## src/rtl/temp_bram_arb.sv

```systemverilog
// temp_bram_arb
// Round-robin arbiter that shares one single-port BRAM between a write
// requester and a read requester. It issues at most one grant per cycle and
// drives the BRAM enables, address and write data from registers. It also
// returns read data two cycles after the read grant. A per-address
// "written" bitmap lets reads of never-written locations be flagged as misses.
//
// Parameters
//   DATA_WIDTH  width of write data, read data and BRAM data
//   ADDR_WIDTH  address width; the bitmap has 2**ADDR_WIDTH entries
//
// Ports
//   clk_i, rstn_i        clock, synchronous active-low reset
//   wr_req_i/addr/data   write request; held until wr_gnt_o
//   wr_gnt_o             one-cycle write grant pulse
//   rd_req_i/rd_addr_i   read request; held until rd_gnt_o
//   rd_gnt_o             one-cycle read grant pulse
//   rd_valid_o           one-cycle pulse qualifying rd_data_o / rd_miss_o
//   rd_data_o            read data, held between valid pulses
//   rd_miss_o            read hit an address with its written flag clear
//   clear_i              clears every written flag at the next edge
//   wr_temp_en_o         BRAM write enable
//   rd_temp_en_o         BRAM read enable
//   temp_addr_o          BRAM address, holds when idle
//   bram_din_o           BRAM write data, holds when idle
//   bram_dout_i          BRAM read data, registered by the BRAM
module temp_bram_arb #(
  parameter int unsigned DATA_WIDTH = 64,
  parameter int unsigned ADDR_WIDTH = 3
) (
  input  logic                  clk_i,
  input  logic                  rstn_i,
  input  logic                  wr_req_i,
  input  logic [ADDR_WIDTH-1:0] wr_addr_i,
  input  logic [DATA_WIDTH-1:0] wr_data_i,
  output logic                  wr_gnt_o,
  input  logic                  rd_req_i,
  input  logic [ADDR_WIDTH-1:0] rd_addr_i,
  output logic                  rd_gnt_o,
  output logic                  rd_valid_o,
  output logic [DATA_WIDTH-1:0] rd_data_o,
  output logic                  rd_miss_o,
  input  logic                  clear_i,
  output logic                  wr_temp_en_o,
  output logic                  rd_temp_en_o,
  output logic [ADDR_WIDTH-1:0] temp_addr_o,
  output logic [DATA_WIDTH-1:0] bram_din_o,
  input  logic [DATA_WIDTH-1:0] bram_dout_i
);

  localparam int unsigned DEPTH = 1 << ADDR_WIDTH;

  // Round-robin pointer: which requester wins when both are eligible.
  typedef enum logic {
    FAV_WR = 1'b0,
    FAV_RD = 1'b1
  } fav_t;

  fav_t             fav_q, fav_d;
  logic [DEPTH-1:0] flags_q, flags_d;

  logic wr_elig, rd_elig;
  logic grant_wr, grant_rd;

  // Read pipeline bookkeeping.
  // miss_gnt: miss status of the read currently showing rd_gnt_o.
  // rd_s1/miss_s1: the read whose data the BRAM presents this cycle.
  logic miss_gnt;
  logic rd_s1;
  logic miss_s1;

  // ------------------------------------------------------------------
  // Arbitration and bitmap next-state
  // ------------------------------------------------------------------
  always_comb begin
    wr_elig  = 1'b0;
    rd_elig  = 1'b0;
    grant_wr = 1'b0;
    grant_rd = 1'b0;
    fav_d    = fav_q;
    flags_d  = flags_q;

    // A request that is being granted this cycle is not eligible again,
    // so a requester holding req through its grant pulse is not re-granted.
    wr_elig  = wr_req_i & ~wr_gnt_o;
    rd_elig  = rd_req_i & ~rd_gnt_o;

    grant_wr = wr_elig & (~rd_elig | (fav_q == FAV_WR));
    grant_rd = rd_elig & ~grant_wr;

    if (grant_wr) begin
      fav_d = FAV_RD;
    end else if (grant_rd) begin
      fav_d = FAV_WR;
    end

    // Clear first so a coincident write grant still leaves its flag set.
    if (clear_i) begin
      flags_d = '0;
    end
    if (grant_wr) begin
      flags_d[wr_addr_i] = 1'b1;
    end
  end

  // ------------------------------------------------------------------
  // Registered grants, BRAM side and read return path
  // ------------------------------------------------------------------
  always_ff @(posedge clk_i) begin
    if (!rstn_i) begin
      fav_q        <= FAV_WR;
      flags_q      <= '0;
      wr_gnt_o     <= 1'b0;
      rd_gnt_o     <= 1'b0;
      wr_temp_en_o <= 1'b0;
      rd_temp_en_o <= 1'b0;
      temp_addr_o  <= '0;
      bram_din_o   <= '0;
      miss_gnt     <= 1'b0;
      rd_s1        <= 1'b0;
      miss_s1      <= 1'b0;
      rd_valid_o   <= 1'b0;
      rd_data_o    <= '0;
      rd_miss_o    <= 1'b0;
    end else begin
      fav_q        <= fav_d;
      flags_q      <= flags_d;
      wr_gnt_o     <= grant_wr;
      rd_gnt_o     <= grant_rd;
      wr_temp_en_o <= grant_wr;
      rd_temp_en_o <= grant_rd;

      if (grant_wr) begin
        temp_addr_o <= wr_addr_i;
        bram_din_o  <= wr_data_i;
      end else if (grant_rd) begin
        temp_addr_o <= rd_addr_i;
      end

      // The flag is sampled before this edge's update; a write granted at
      // an earlier edge has already set it.
      if (grant_rd) begin
        miss_gnt <= ~flags_q[rd_addr_i];
      end

      // BRAM samples rd_temp_en_o at the end of the grant cycle and presents
      // data during the following cycle; capture it at the end of that cycle.
      rd_s1 <= rd_gnt_o;
      if (rd_gnt_o) begin
        miss_s1 <= miss_gnt;
      end

      rd_valid_o <= rd_s1;
      if (rd_s1) begin
        rd_data_o <= bram_dout_i;
        rd_miss_o <= miss_s1;
      end
    end
  end

endmodule

```

## config.mk

```make
export PLATFORM = sky130hd
export DESIGN_NAME = temp_bram_arb
export DESIGN_NICKNAME = d
export VERILOG_FILES = /design/src/rtl/temp_bram_arb.sv
export SDC_FILE = /design/constraint.sdc
export NUM_CORES = 1
export LEC_CHECK = 0
export ABC_AREA = 1
export BUFFER_PORTS_ARGS = -buffer_cell sky130_fd_sc_hd__buf_2
export CORE_UTILIZATION = 45
export CTS_BUF_LIST = sky130_fd_sc_hd__clkbuf_4 sky130_fd_sc_hd__clkbuf_8 sky130_fd_sc_hd__clkbuf_16
export DETAILED_ROUTE_END_ITERATION = 7
export PLACE_DENSITY = 0.8
export SLEW_MARGIN = 20
export SYNTH_ARGS = -nofsm -noshare
export SYNTH_HDL_FRONTEND = slang
export SYNTH_SLANG_ARGS = --single-unit
export TNS_END_PERCENT = 30
```

## constraint.sdc

```tcl
create_clock -name clk_i -period 3 [get_ports clk_i]
set_clock_uncertainty 0.05 [all_clocks]
set_input_delay 0.45 -clock clk_i [delete_from_list [all_inputs] [get_ports clk_i]]
set_output_delay 0.45 -clock clk_i [all_outputs]
set_load 0.02 [all_outputs]
```

==> run metrics <==
Initial Util=46.2%; Synth Warn #=0; #FFs+latches synth=147; Synth Area in Adders=0%; Unique masters post-synth=17; # IOs=276; number of antenna cells inserted=0; P_leak=0.00379 µW; RSZ-0062 raised after global routing=no; Arr. time, crit path=1.96 ns; CTS Hold Bufs=0; Die Y=110 µm; Clock Pin Slew Worst Setup and Hold Paths=0.06 ns; Post-CTS Resized=0; Gate Count Post-Synth=679; Layout Utilization=63.4%; startpoint type of the worst setup path=register; Final period util=55.4%; Synth Area in Compound Gates=13.6%; synthesized cell area=5250 µm²; GP Congestion=0.823; minimum clock period=1.66 ns; sequential area share after synthesis=56.1%; Synth Area in XOR/XNOR=0%; relative slew slack=56.8%; fin nets=1073; DRC violations left=0; CTS sink cnt=147; largest net degree at the start of global routing=74; critical path type=register to register; Num CTS Buffers=17; commonest non-fill, non-tap cell in the layout=buf_2; vias per cell=4.78; portion of netlist area occupied by mux cells=0%; Total Routing Usage GR=21.7%; CP endpoint kind=register; share of cells above drive strength 1=33.8%; Hold Path Class=primary input to register; CTS H-tree lvls=4; CTS tree=yes; hpwl dp=9430 µm; FP Rows=39; VDD IR-drop max=0.483 mV; die width=110 µm; vias in the first global route=4479; largest family of logic cells by synthesized area=simple AND/OR/NAND/NOR gates; port buffer count=275; DRT Pass-1 Iters=4; average size of a mapped cell=7.73 µm²; syn nets=818; vias=5210; maximum fanout along the worst path=64; DR WL met2=6660 µm; post-CTS setup buffer count=0; Total Routed Length=13800 µm; number of max-cap violations=0; initial antenna violation count=0; Max clock buf depth=2; Hold Vio Cnt, Final=0; DR iter-0 viols=361; pwr dens=685 nW/µm²; Pins Over Slew Limit=0; Critical Path RT=3.29 ns; top layer in use=met4; global-route wire length before repair=20200 µm; ANT nets after route=0; status=finished, final reports clean; CTS root buf=clkbuf_16; wire per inst=12.7 µm; Least-Margin Pin Slew=0.647 ns; Area Growth Syn to Fin=37.3%; Setup Total Neg Slack=0 ns; metal3 WL=1410 µm; total congestion overflow=0; highest-count cells in the layout ignoring fill and taps=buf_2, nor2_1, dfxtp_1; Fmax=601 MHz; M1 wire length=5480 µm; setup violators final=0; simple-gate share of the synthesized area=23.8%; area of the core=11400 µm²; Die Area=12100 µm²; Clk Latency, worst-skew pair=0.41 ns
worst max-delay path, stage by stage (launching register included):
cell and delay (ns):
dfxtp_1 0.43, nor2_2 0.07, nand2_1 0.10, nand2_2 0.07, inv_2 0.09, buf_4 0.52, nor2_1 0.10, nor2_1 0.12
final cells by class:
class / count / area (µm²)
Multi-Input combinational cell: 465 / 1960
Timing Repair Buffer: 281 / 1440
Sequential cell: 147 / 2940
Clock inverter: 10 / 133
Clock buffer: 21 / 468
Inverter: 22 / 82.6
Fill cell: 1025 / 4160
Tap cell: 143 / 179
power breakdown:
part           internal (µW)  switching [µW]  total, µW  leakage [µW]
Sequential              2080            59.1       2140       0.00121
Combinational            236             422        658       0.00229
Clock                   1360             773       2130      0.000292
Total                   3680            1250       4930       0.00379
state kept, by name (all words and copies together) (netlist names):
name	count
bram_din_o	64
fav_q	1
flags_q	8
miss_gnt	1
miss_s1	1
rd_data_o	64
rd_miss_o	1
rd_s1	1
rd_temp_en_o	1
rd_valid_o	1
temp_addr_o	3
wr_temp_en_o	1
stage by stage:
step	cells	cell area, µm²	power, µW	worst slack (ns)	hold WS [ns]
2_1_floorplan	679	5250	2590	1.66	0.395
3_3_place_gp	1058	6610	2830	1.27	0.407
3_5_place_dp	1058	6610	2840	1.18	0.416
4_1_cts	1089	7210	4960	1.33	0.194
5_1_grt	1089	7210	5130	1.13	0.203
6_report	1089	7210	4930	1.34	0.208
cells in the mapped netlist:
cell type / number / area [µm²]
o31ai_1: 1 / 7.51
nand2_2: 2 / 12.5
o21ai_0: 119 / 596
nor2_1: 268 / 1010
clkbuf_1: 18 / 67.6
o21ai_1: 19 / 95.1
inv_2: 1 / 3.75
inv_1: 21 / 78.8
nor3_2: 1 / 10.0
nand3_1: 17 / 85.1
buf_2: 12 / 60.1
nand2_1: 33 / 124
dfxtp_1: 147 / 2940
nor2_2: 2 / 12.5
buf_4: 10 / 75.1
buf_6: 5 / 56.3
a21oi_1: 3 / 15.0
routing by layer:
layer  track usage (%)  up-vias
li1                  -     2666
met1              23.2     2313
met3              8.47       24
met2              37.7      207
met5                 0        -
met4              9.52        0
worst paths after layout:
kind / start / to / slack, ns / cells after the start
worst min register to register: flags_q[1] / flags_q[1] / 0.42 / 2
worst min-delay path: bram_dout_i[17] / rd_data_o[17] / 0.21 / 3
worst max register to register: rd_temp_en_o / bram_din_o[49] / 1.34 / 7
worst max-delay path: rd_temp_en_o / bram_din_o[49] / 1.34 / 7
logic make-up after synthesis:
family | Yosys count
simple gates | 323
flops | 147
compound gates | 142
buf+inv | 67
No activity file was read; power rests on OpenSTA's default activity.
